File: src/rtl/ps2_key_pkg.sv
// rtl/ps2_key_pkg.sv - shared constants, scan-code lookup and FSM encoding for ps2_key_decoder
//
// Purpose: key index map for the Set-2 scan codes we care about, prefix bytes,
//          the ignored-byte list, the (ext, code) -> key index lookup, and the
//          decoder FSM state encoding.
// Ports:   none (package).
package ps2_key_pkg;

  localparam int NKEY = 13;

  localparam logic [3:0] KEY_W     = 4'd0;
  localparam logic [3:0] KEY_A     = 4'd1;
  localparam logic [3:0] KEY_S     = 4'd2;
  localparam logic [3:0] KEY_D     = 4'd3;
  localparam logic [3:0] KEY_SPACE = 4'd4;
  localparam logic [3:0] KEY_J     = 4'd5;
  localparam logic [3:0] KEY_K     = 4'd6;
  localparam logic [3:0] KEY_ENTER = 4'd7;
  localparam logic [3:0] KEY_ESC   = 4'd8;
  localparam logic [3:0] KEY_UP    = 4'd9;
  localparam logic [3:0] KEY_DOWN  = 4'd10;
  localparam logic [3:0] KEY_LEFT  = 4'd11;
  localparam logic [3:0] KEY_RIGHT = 4'd12;

  localparam logic [7:0] SC_BREAK = 8'hF0;
  localparam logic [7:0] SC_EXT   = 8'hE0;

  // FSM encoding kept as plain constants so legacy tooling can read it.
  typedef logic [1:0] state_t;
  localparam state_t ST_IDLE = 2'd0;
  localparam state_t ST_POP  = 2'd1;
  localparam state_t ST_DEC  = 2'd2;

  // Keyboard housekeeping bytes (pause prefix, BAT ok, ack, echo, resend,
  // errors). They cancel any pending prefix and never produce events.
  function automatic logic sc_ignored(input logic [7:0] code);
    case (code)
      8'hE1, 8'hAA, 8'hFA, 8'hEE, 8'hFE, 8'h00, 8'hFF: return 1'b1;
      default:                                         return 1'b0;
    endcase
  endfunction

  // Returns {hit, idx}. Extended and plain codes live in separate tables so a
  // bare 75 never aliases to Up.
  function automatic logic [4:0] sc_lookup(input logic ext, input logic [7:0] code);
    logic [4:0] r;
    r = 5'b0;
    if (!ext) begin
      case (code)
        8'h1D:   r = {1'b1, KEY_W};
        8'h1C:   r = {1'b1, KEY_A};
        8'h1B:   r = {1'b1, KEY_S};
        8'h23:   r = {1'b1, KEY_D};
        8'h29:   r = {1'b1, KEY_SPACE};
        8'h3B:   r = {1'b1, KEY_J};
        8'h42:   r = {1'b1, KEY_K};
        8'h5A:   r = {1'b1, KEY_ENTER};
        8'h76:   r = {1'b1, KEY_ESC};
        default: r = 5'b0;
      endcase
    end else begin
      case (code)
        8'h75:   r = {1'b1, KEY_UP};
        8'h72:   r = {1'b1, KEY_DOWN};
        8'h6B:   r = {1'b1, KEY_LEFT};
        8'h74:   r = {1'b1, KEY_RIGHT};
        default: r = 5'b0;
      endcase
    end
    return r;
  endfunction

endpackage

File: src/rtl/ps2_key_decoder_if.sv
// rtl/ps2_key_decoder_if.sv - receiver FIFO handshake bundle
//
// Purpose: groups the PS/2 receiver FIFO head, status and pop strobe.
// Signals: kbd_data[7:0] FIFO head byte, kbd_ready FIFO non-empty,
//          kbd_overflow receiver overflow flag, kbd_rdn active-low pop.
// Modports: master = FIFO side, slave = decoder side.
interface ps2_key_decoder_if;
  logic [7:0] kbd_data;
  logic       kbd_ready;
  logic       kbd_overflow;
  logic       kbd_rdn;

  modport master (
    output kbd_data,
    output kbd_ready,
    output kbd_overflow,
    input  kbd_rdn
  );

  modport slave (
    input  kbd_data,
    input  kbd_ready,
    input  kbd_overflow,
    output kbd_rdn
  );
endinterface

File: src/rtl/ps2_prefix_timer.sv
// rtl/ps2_prefix_timer.sv - idle timeout for a pending break/extended prefix
//
// Purpose: counts enabled cycles; flags expiry on the TIMEOUT_CYC-th one and
//          wraps back to zero.
// Ports: clk, clrn (sync active-low reset), clr_i (restart count),
//        en_i (count this cycle), expire_o (combinational, this cycle expires).
module ps2_prefix_timer #(
  parameter int TIMEOUT_CYC = 2_000_000
) (
  input  logic clk,
  input  logic clrn,
  input  logic clr_i,
  input  logic en_i,
  output logic expire_o
);

  localparam int W = (TIMEOUT_CYC > 1) ? $clog2(TIMEOUT_CYC) : 1;
  localparam logic [W-1:0] LAST = W'(TIMEOUT_CYC - 1);

  logic [W-1:0] cnt_q, cnt_d;

  assign expire_o = en_i && (cnt_q == LAST);

  always_comb begin
    cnt_d = cnt_q;
    if (clr_i || expire_o) begin
      cnt_d = '0;
    end else if (en_i) begin
      cnt_d = cnt_q + 1'b1;
    end
  end

  always_ff @(posedge clk) begin
    if (!clrn) begin
      cnt_q <= '0;
    end else begin
      cnt_q <= cnt_d;
    end
  end

endmodule

File: src/rtl/ps2_key_decoder.sv
// rtl/ps2_key_decoder.sv - Set-2 make/break decoder draining the PS/2 receiver FIFO
//
// Purpose: pops one byte per 3 cycles, tracks F0/E0 prefixes, keeps a held-key
//          vector and emits a one-cycle event per decoded key transition.
// Ports: clk, clrn (sync active-low reset), kbd (FIFO handshake, slave side),
//        key_down[12:0] held keys, evt_valid strobe, evt_key index,
//        evt_make (1 press / 0 release).
// Build option: PS2_TYPEMATIC_FILTER_EN suppresses events for makes of keys
//               already held (typematic repeats).
module ps2_key_decoder
  import ps2_key_pkg::*;
#(
  parameter int TIMEOUT_CYC = 2_000_000
) (
  input  logic              clk,
  input  logic              clrn,
  ps2_key_decoder_if.slave  kbd,
  output logic [NKEY-1:0]   key_down,
  output logic              evt_valid,
  output logic [3:0]        evt_key,
  output logic              evt_make
);

  state_t          state_q, state_d;
  logic [7:0]      byte_q, byte_d;
  logic            brk_q, brk_d;
  logic            ext_q, ext_d;
  logic            rdn_q, rdn_d;
  logic [NKEY-1:0] key_down_q, key_down_d;
  logic            evt_valid_q, evt_valid_d;
  logic [3:0]      evt_key_q, evt_key_d;
  logic            evt_make_q, evt_make_d;

  logic            tmr_clr, tmr_en, tmr_expire;
  logic [4:0]      lk;
  logic            lk_hit;
  logic [3:0]      lk_idx;

  assign lk     = sc_lookup(ext_q, byte_q);
  assign lk_hit = lk[4] && !sc_ignored(byte_q);
  assign lk_idx = lk[3:0];

  ps2_prefix_timer #(
    .TIMEOUT_CYC (TIMEOUT_CYC)
  ) u_prefix_timer (
    .clk      (clk),
    .clrn     (clrn),
    .clr_i    (tmr_clr),
    .en_i     (tmr_en),
    .expire_o (tmr_expire)
  );

  always_comb begin
    state_d     = state_q;
    byte_d      = byte_q;
    brk_d       = brk_q;
    ext_d       = ext_q;
    rdn_d       = 1'b1;
    key_down_d  = key_down_q;
    evt_valid_d = 1'b0;
    evt_key_d   = evt_key_q;
    evt_make_d  = evt_make_q;
    tmr_clr     = 1'b0;
    tmr_en      = 1'b0;

    case (state_q)
      ST_IDLE: begin
        tmr_en = (brk_q || ext_q) && !kbd.kbd_ready;
        if (tmr_expire) begin
          brk_d = 1'b0;
          ext_d = 1'b0;
        end
        // Overflow means bytes were dropped, so held state can no longer be
        // trusted; placed after the timeout so it wins on the same cycle.
        if (kbd.kbd_overflow) begin
          key_down_d = '0;
          brk_d      = 1'b0;
          ext_d      = 1'b0;
        end
        if (kbd.kbd_ready) begin
          byte_d  = kbd.kbd_data;
          rdn_d   = 1'b0;
          tmr_clr = 1'b1;
          state_d = ST_POP;
        end
      end

      ST_POP: begin
        state_d = ST_DEC;
      end

      ST_DEC: begin
        state_d = ST_IDLE;
        if (byte_q == SC_BREAK) begin
          brk_d = 1'b1;
        end else if (byte_q == SC_EXT) begin
          ext_d = 1'b1;
        end else begin
          brk_d = 1'b0;
          ext_d = 1'b0;
          if (lk_hit) begin
            if (brk_q) begin
              key_down_d[lk_idx] = 1'b0;
              evt_valid_d        = 1'b1;
              evt_key_d          = lk_idx;
              evt_make_d         = 1'b0;
            end else begin
              key_down_d[lk_idx] = 1'b1;
`ifdef PS2_TYPEMATIC_FILTER_EN
              if (!key_down_q[lk_idx]) begin
                evt_valid_d = 1'b1;
                evt_key_d   = lk_idx;
                evt_make_d  = 1'b1;
              end
`else
              evt_valid_d = 1'b1;
              evt_key_d   = lk_idx;
              evt_make_d  = 1'b1;
`endif
            end
          end
        end
      end

      default: begin
        state_d = ST_IDLE;
      end
    endcase
  end

  always_ff @(posedge clk) begin
    if (!clrn) begin
      state_q     <= ST_IDLE;
      byte_q      <= 8'h00;
      brk_q       <= 1'b0;
      ext_q       <= 1'b0;
      rdn_q       <= 1'b1;
      key_down_q  <= '0;
      evt_valid_q <= 1'b0;
      evt_key_q   <= 4'd0;
      evt_make_q  <= 1'b0;
    end else begin
      state_q     <= state_d;
      byte_q      <= byte_d;
      brk_q       <= brk_d;
      ext_q       <= ext_d;
      rdn_q       <= rdn_d;
      key_down_q  <= key_down_d;
      evt_valid_q <= evt_valid_d;
      evt_key_q   <= evt_key_d;
      evt_make_q  <= evt_make_d;
    end
  end

  assign kbd.kbd_rdn = rdn_q;
  assign key_down    = key_down_q;
  assign evt_valid   = evt_valid_q;
  assign evt_key     = evt_key_q;
  assign evt_make    = evt_make_q;

endmodule

File: src/flat_wrapper.sv
// flat-port wrapper written by rule: the top's interface ports become plain ports
module ps2_key_decoder_flat import ps2_key_pkg::*;
#(
  parameter int TIMEOUT_CYC = 2_000_000
)
  (clk, clrn, key_down, evt_valid, evt_key, evt_make, kbd_kbd_data, kbd_kbd_ready, kbd_kbd_overflow, kbd_kbd_rdn);
  ps2_key_decoder_if kbd_i ();
  input  logic clk;
  input  logic clrn;
  output logic [NKEY-1:0] key_down;
  output logic evt_valid;
  output logic [3:0] evt_key;
  output logic evt_make;
  input wire logic [$bits(kbd_i.kbd_data)-1:0] kbd_kbd_data;
  input wire logic [$bits(kbd_i.kbd_ready)-1:0] kbd_kbd_ready;
  input wire logic [$bits(kbd_i.kbd_overflow)-1:0] kbd_kbd_overflow;
  output wire logic [$bits(kbd_i.kbd_rdn)-1:0] kbd_kbd_rdn;
  assign kbd_i.kbd_data = kbd_kbd_data;
  assign kbd_i.kbd_ready = kbd_kbd_ready;
  assign kbd_i.kbd_overflow = kbd_kbd_overflow;
  assign kbd_kbd_rdn = kbd_i.kbd_rdn;
  ps2_key_decoder #(.TIMEOUT_CYC(TIMEOUT_CYC)) u_core (.clk(clk), .clrn(clrn), .kbd(kbd_i), .key_down(key_down), .evt_valid(evt_valid), .evt_key(evt_key), .evt_make(evt_make));
endmodule
File: config.mk
export PLATFORM = sky130hd
export DESIGN_NAME = ps2_key_decoder_flat
export DESIGN_NICKNAME = d
export VERILOG_FILES = /design/src/rtl/ps2_key_pkg.sv /design/src/rtl/ps2_key_decoder_if.sv /design/src/rtl/ps2_prefix_timer.sv /design/src/rtl/ps2_key_decoder.sv /design/src/flat_wrapper.sv
export SDC_FILE = /design/constraint.sdc
export NUM_CORES = 1
export LEC_CHECK = 0
export BUFFER_PORTS_ARGS = -buffer_cell sky130_fd_sc_hd__buf_2
export CAP_MARGIN = 25
export CORE_AREA = 2 2 80 82
export CTS_CLUSTER_DIAMETER = 200
export DETAILED_ROUTE_END_ITERATION = 16
export DIE_AREA = 0 0 82 84
export GPL_ROUTABILITY_DRIVEN = 0
export PLACE_DENSITY = 0.66
export SLEW_MARGIN = 25
export SYNTH_ARGS = -nofsm -noshare
export SYNTH_HDL_FRONTEND = slang
export SYNTH_SLANG_ARGS = --single-unit
File: constraint.sdc
create_clock -name clk -period 2 [get_ports clk]
set_input_delay 0.2 -clock clk [delete_from_list [all_inputs] [get_ports clk]]
set_output_delay 0.2 -clock clk [all_outputs]
set_load 0.005 [all_outputs]
==> results by group, run 1 <==
Power and ir drop
  – Peak VDD IR: about 0.00029 V
  – Power density cells: between 500 and 600 nW/um^2
  – LEAKAGE: ~0.0015 uW
  – Total power: 2030 uW

Synth
  – Ys Warns: 0
  – Yosys top cell by area: dfxtp_1
  – Avg Synthesized Cell Area: between 9 and 10 sq um
  – Post-synthesis sequential area ratio: 0.3983
  – Synth area leaders: dfxtp_1, nor2_1, xnor2_1, xor2_1, o211ai_1
  – Synth top area share: 0.3983
  – Synthesized area: between 2000 and 3000 sq um
  – Mapped Nets: slightly above 300
  – Ys flop type: dfxtp_1
  – Post-synth top cells: dfxtp_1, nor2_1, nand2_1
  – Synthesized instance count: 295
  – Most frequent cell after synthesis: dfxtp_1
  – Asr flop ratio synth: 0
  – Unique masters post-synth: 60
  – Synth Register Bits: 53
  – EDFF count, synth: 0

Placed design
  – Placed insts: ~440
  – Placed Instance Area: approximately 3300 sq um
  – Port buffer count: 31
  – Dpl hpwl: between 4000 and 5000 um

Critical path
  – Critical Path Sink: u_core.key_down[4]
  – Critical Path Start Type: register
  – CP required: 2.23 ns
  – Reg2Reg Setup Slack: -0.16 ns
  – Crit Path Max Fanout: 9
  – Worst Setup SP: u_core.byte_q[7]
  – Crit end category: register
  – Reg2reg path depth: 7
  – Critical path type: register to register
  – CP Data Arrival Time: 2.38 ns
  – R2R Path Start: u_core.byte_q[7]
  – R2r endpoint: u_core.key_down[4]

STA
  – Final Setup Violations: 18
  – Tmin final: around 2.2 ns
  – Worst setup margin: -0.1563 ns
  – RSZ-0062 raised after global routing: yes
  – Final Skew: roughly 0.011 ns
  – Hold Vio Cnt, Final: 0
  – Worst slew margin: 0.7210
  – TNS Setup: -1.604 ns
  – Slew at the pin closest to its max-slew limit: 0.4166 ns
  – Max Transition Viols Final: 0
  – Fmax achieved: 463.8 MHz
  – Final Cycle Share: 1.078

Route
  – DR WL/cell: around 14 um
  – # DRC: 0
  – Number of routed nets with antenna violations: 0
  – Final WL: between 6000 and 7000 um
  – DRT iter0 DRCs: between 80 and 90
  – Via/cell ratio: around 5.3
  – Drt pass-1 iters: 4
  – Via count: between 2000 and 2500

Global route
  – GRT Residual Overflow: 0
  – GR Util met1: 0.2572
  – M3 GR Usage: 0.03247
  – Antenna violations before repair: 0
  – Grt peak-use layer: met2
  – Overall routing resource usage: 0.1920
  – Vias in the first global route: between 2000 and 2500
  – Wire length of the first global-routing pass: roughly 11000 um
  – Pin count of the biggest net entering global routing: 21
  – Met2 usage: 0.3149

Worst hold path
  – HP Class: primary input to register

Run status
  – Failing checks: setup timing
  – Status: finished with violations

Floorplanning
  – Core ar.: slightly above 6000 sq um
  – Die area: between 6000 and 7000 sq um
  – Starting density of the core: 0.4370
  – Die X: ~82 um
  – Die span in y: 84 um
  – FP Rows: 29
  – I/O pin count: 32

Layout
  – Share of cells above drive strength 1: 0.3422
  – Area growth syn-to-layout: 30.48%
  – Post-layout net count: 386
  – Final core utilization: 0.5702
  – Post-Layout Cell Count: ~450
  – Antenna cells: 0
  – Final design area excluding fillers: 3476 sq um

Clock tree
  – H-tree depth: 2
  – CTS tree: yes
  – CTS Buf Count: 5
  – Longest Clk Path Bufs: 2
  – Worst-Skew Late Latency: between 0.3 and 0.4 ns
  – CTS clk-pin slew, worst paths: 0.10 ns
  – Root Buffer: clkbuf_8
  – CTS sink cnt: 53
  – Post-CTS Hold Buffers: 0

Job
  – Max_cap viols: 0
through the flow:
stage	setup WS [ns]	hold slack, ns
2_1_floorplan	-0.05703	0.3257
5_1_grt	-0.2764	0.09089
3_5_place_dp	-0.2041	0.4126
3_3_place_gp	-0.1306	0.4131
4_1_cts	-0.1537	0.08385
6_report	-0.1563	0.09006
critical path: stages (launching register included):
cell	delay, ns
dfxtp_2	0.34
and4bb_1	0.28
or4b_4	0.49
nand2_4	0.09
nor4b_4	0.06
o41ai_4	0.29
nand3b_2	0.24
o31ai_1	0.29
layout make-up:
type | count | area, sq um
clock inverters | 3 | 28.78
clock buffers | 5 | 68.82
repair buffers | 88 | 620.6
flip-flops and latches | 53 | 1067
multi-input cells | 218 | 1568
well taps | 77 | 96.34
fillers | 578 | 2620
inverters | 7 | 26.28
cell usage in the layout (no fill, tap or decap), drive strengths merged, types with 9 or more instances in the layout:
cell type	count
o211ai	12
xnor2	12
a21oi	9
buf	88
inv	9
dfxtp	53
nor2	32
and3	10
xor2	11
nand2	22
state kept, by name, summed over array words and instances (netlist names):
name                         cells
u_core.byte_q                    8
u_core.ext_q                     1
u_core.evt_make                  1
u_core.state_q                   2
u_core.evt_key                   4
u_core.kbd.kbd_rdn               1
u_core.u_prefix_timer.cnt_q     21
u_core.evt_valid                 1
u_core.key_down                 13
u_core.brk_q                     1
cell families (layout without fill, tap and decap cells):
family | count (synthesis) | after routing | share of synthesized area
AO/OA/AOI/OAI | 64 | 64 | 0.1837
XOR/XNOR | 23 | 23 | 0.07562
adder cells (fa/ha/maj) | 1 | 1 | 0.004696
buffers and inverters | 24 | 103 | 0.04180
flip-flops | 53 | 53 | 0.3983
multiplexers | 2 | 2 | 0.007516
AND/OR/NAND/NOR | 128 | 128 | 0.2884
how the worst min path moves through the flow:
stage                    start                to  slack, ns  cells after the start
4_1_cts        kbd_kbd_data[3]  u_core.byte_q[3]       0.08                      2
6_report       kbd_kbd_data[3]  u_core.byte_q[3]       0.09                      2
3_5_place_dp   kbd_kbd_data[3]  u_core.byte_q[3]       0.41                      2
3_3_place_gp   kbd_kbd_data[5]  u_core.byte_q[5]       0.41                      2
2_1_floorplan  kbd_kbd_data[0]  u_core.byte_q[0]       0.33                      1
5_1_grt        kbd_kbd_data[5]  u_core.byte_q[5]       0.09                      2
what timing repair did:
action                     in CTS  in global routing
setup buffers                   1                  0
resized for setup               8                  7
setup endpoints to repair      19                 22
pin swaps                       0                  2
routing by layer:
metal,wire (um),vias up
met1,2932,1118
met4,96,0
li1,-,1236
met2,3010,37
met5,0,-
met3,167,8
power by group:
part           switching (uW)  internal, uW
Clock                     388           263
Sequential               18.6          1080
Combinational             139           142
No activity file was read; power rests on OpenSTA's default activity.
==> run 2: changes to the inputs <==
--- a/config.mk
+++ b/config.mk
@@ -13,6 +13,7 @@
 export DIE_AREA = 0 0 82 84
 export GPL_ROUTABILITY_DRIVEN = 0
 export PLACE_DENSITY = 0.66
+export SETUP_SLACK_MARGIN = 0.5
 export SLEW_MARGIN = 25
 export SYNTH_ARGS = -nofsm -noshare
 export SYNTH_HDL_FRONTEND = slang
==> run 2 against run 1 <==
The run still ends with setup timing left. Clock power is 14% higher. First-iteration DRC count is 58% higher. Count of clock-buffer cells in the layout stayed put. Critical path type unchanged. Highest routed layer unchanged.
==> results by group, run 2 (synthesis results as in run 1) <==
Global route
  – GR Util met1: 0.2809 (was 0.2572)
  – Met2 usage: 0.3511 (was 0.3149)
  – Vias in the first global route: 2479 (was 2379)
  – Antenna violations before repair: 0 (unchanged)
  – Pin count of the biggest net entering global routing: 18 (was 21)
  – Wire length of the first global-routing pass: 11560 um (was 10720 um)
  – Overall routing resource usage: 0.2132 (was 0.1920)
  – GRT Residual Overflow: 0 (unchanged)
  – M3 GR Usage: 0.03680 (was 0.03247)
  – Grt peak-use layer: met2 (unchanged)

Clock tree
  – CTS Buf Count: 5 (unchanged)
  – CTS tree: yes (unchanged)
  – Longest Clk Path Bufs: 2 (unchanged)
  – H-tree depth: 2 (unchanged)
  – Root Buffer: clkbuf_8 (unchanged)
  – CTS sink cnt: 53 (unchanged)
  – CTS clk-pin slew, worst paths: 0.10 ns (about the same)
  – Worst-Skew Late Latency: 0.32 ns (about the same)
  – Post-CTS Hold Buffers: 0 (unchanged)

Floorplanning
  – Core ar.: 6096 sq um (unchanged)
  – Starting density of the core: 0.4370 (unchanged)
  – Die X: 82 um (unchanged)
  – FP Rows: 29 (unchanged)
  – I/O pin count: 32 (unchanged)
  – Die span in y: 84 um (unchanged)
  – Die area: 6888 sq um (unchanged)

Placed design
  – Placed insts: 441 (was 442)
  – Port buffer count: 31 (unchanged)
  – Pre-CTS WS: -0.1657 ns (was -0.2041 ns)
  – Dpl hpwl: 4627 um (was 4761 um)

Layout
  – Final core utilization: 0.6628 (was 0.5702)
  – Commonest non-fill, non-tap cell in the layout: buf_4 (unchanged)
  – Largest Register: u_core.u_prefix_timer.cnt_q (unchanged)
  – Post-Layout Cell Count: 467 (was 451)
  – Most frequent cells in the layout: buf_4, dfxtp_1, buf_2 (was buf_4, dfxtp_1, nor2_1, buf_2, nand2_1)
  – Post-layout net count: 402 (was 386)
  – Number of flip-flops in the largest register: 21 (unchanged)
  – Filler cell count: 463 (was 578)
  – Area growth syn-to-layout: 51.67% (was 30.48%)
  – Antenna cells: 0 (unchanged)
  – Share of cells above drive strength 1: 0.5128 (was 0.3422)

Route
  – Via count: 2566 (was 2399)
  – Via/cell ratio: 5.495 (was 5.319)
  – Drt pass-1 iters: 4 (unchanged)
  – DRT iter0 DRCs: 128 (was 81)
  – Final WL: 7309 um (was 6207 um)
  – DR WL/cell: 15.65 um (was 13.76 um)
  – # DRC: 0 (unchanged)
  – Number of routed nets with antenna violations: 0 (unchanged)

Power and ir drop
  – Power density cells: 544.7 nW/um^2 (was 583.9 nW/um^2)
  – LEAKAGE: 0.001636 uW (was 0.001467 uW)
  – Peak VDD IR: 0.0003803 V (was 0.0002936 V)
  – Total power: 2201 uW (was 2030 uW)

STA
  – Final Skew: 0.01422 ns (was 0.01088 ns)
  – Final Setup Violations: 18 (unchanged)
  – Max Transition Viols Final: 0 (unchanged)
  – Tmin final: 2.135 ns (was 2.156 ns)
  – Slew at the pin closest to its max-slew limit: 0.4209 ns (was 0.4166 ns)
  – Worst setup margin: -0.1348 ns (was -0.1563 ns)
  – Final Cycle Share: 1.067 (was 1.078)
  – Fmax achieved: 468.4 MHz (was 463.8 MHz)
  – Hold Vio Cnt, Final: 0 (unchanged)
  – Worst slew margin: 0.7186 (was 0.7210)
  – RSZ-0062 raised after global routing: yes (unchanged)

Job
  – Max_cap viols: 0 (unchanged)

Critical path
  – CP required: 2.24 ns (was 2.23 ns)
  – Critical path type: register to register (unchanged)
  – R2R Path Start: u_core.byte_q[7] (unchanged)
  – Crit end category: register (unchanged)
  – Worst Setup SP: u_core.byte_q[7] (unchanged)
  – Critical Path Start Type: register (unchanged)
  – Crit Path Max Fanout: 5 (was 9)
  – CP Data Arrival Time: 2.37 ns (was 2.38 ns)

Worst hold path
  – HP Class: primary input to register (unchanged)
  – HP Start: kbd_kbd_data[3] (unchanged)

Run status
  – Status: finished with violations (unchanged)
  – Failing checks: setup timing (unchanged)
==> run 2: final cells by class <==
class / instances / area (sq um) / area share
Sequential cell: 53 / 1082 / 0.2679
Clock inverter: 3 / 46.29 / 0.01146
Tap cell: 77 / 96.34 / 0.02385
Timing Repair Buffer: 103 / 824.5 / 0.2041
Multi-Input combinational cell: 219 / 1896 / 0.4692
Inverter: 7 / 26.28 / 0.006504
Clock buffer: 5 / 68.82 / 0.01703
==> run 2: worst max-delay path, cell delays in order, from the launching register on <==
cell      delay [ns]
dfxtp_2         0.34
and4bb_1        0.27
or4b_4          0.49
nand2_4         0.09
nor4b_4         0.06
o41ai_4         0.27
buf_4           0.20
nand3b_4        0.11
o31ai_2         0.25
==> run 2: worst paths after layout <==
| kind | endpoint | slack [ns] | depth (start not counted) |
|---|---|---|---|
| setup reg to reg | u_core.key_down[6] | -0.13 | 8 |
| hold / removal | u_core.byte_q[3] | 0.1 | 2 |
| hold reg to reg | u_core.key_down[7] | 0.46 | 2 |
| setup / recovery | u_core.key_down[6] | -0.13 | 8 |
==> run 2: timing repair <==
action | 4_1_cts | 5_1_grt
resized for setup | 63 | 40
gates cloned | 3 | 1
setup endpoints to repair | 42 | 41
setup buffers | 13 | 1
pin swaps | 20 | 12
==> run 2: through the flow <==
step / cell area (sq um) / setup TNS, ns / hold WS, ns
6_report: 4040 / -1.312 / 0.09633
5_1_grt: 4040 / -4.381 / 0.09308
4_1_cts: 3831 / -1.152 / 0.09352
3_5_place_dp: 3323 / -1.951 / 0.4136
3_3_place_gp: 3323 / -1.288 / 0.4113
2_1_floorplan: 2764 / -0.3474 / 0.3257
==> run 2: layer usage <==
layer	wire length, um	up-vias
li1	-	1279
met1	3367	1226
met2	3599	53
met3	251	8
met4	91	0
met5	0	-
==> run 2: report_power, final <==
group,switching [uW],leakage [uW],total (uW),internal (uW)
Clock,367,0.0000543,742,375
Combinational,165,0.00114,355,190
Sequential,23.6,0.000436,1100,1080
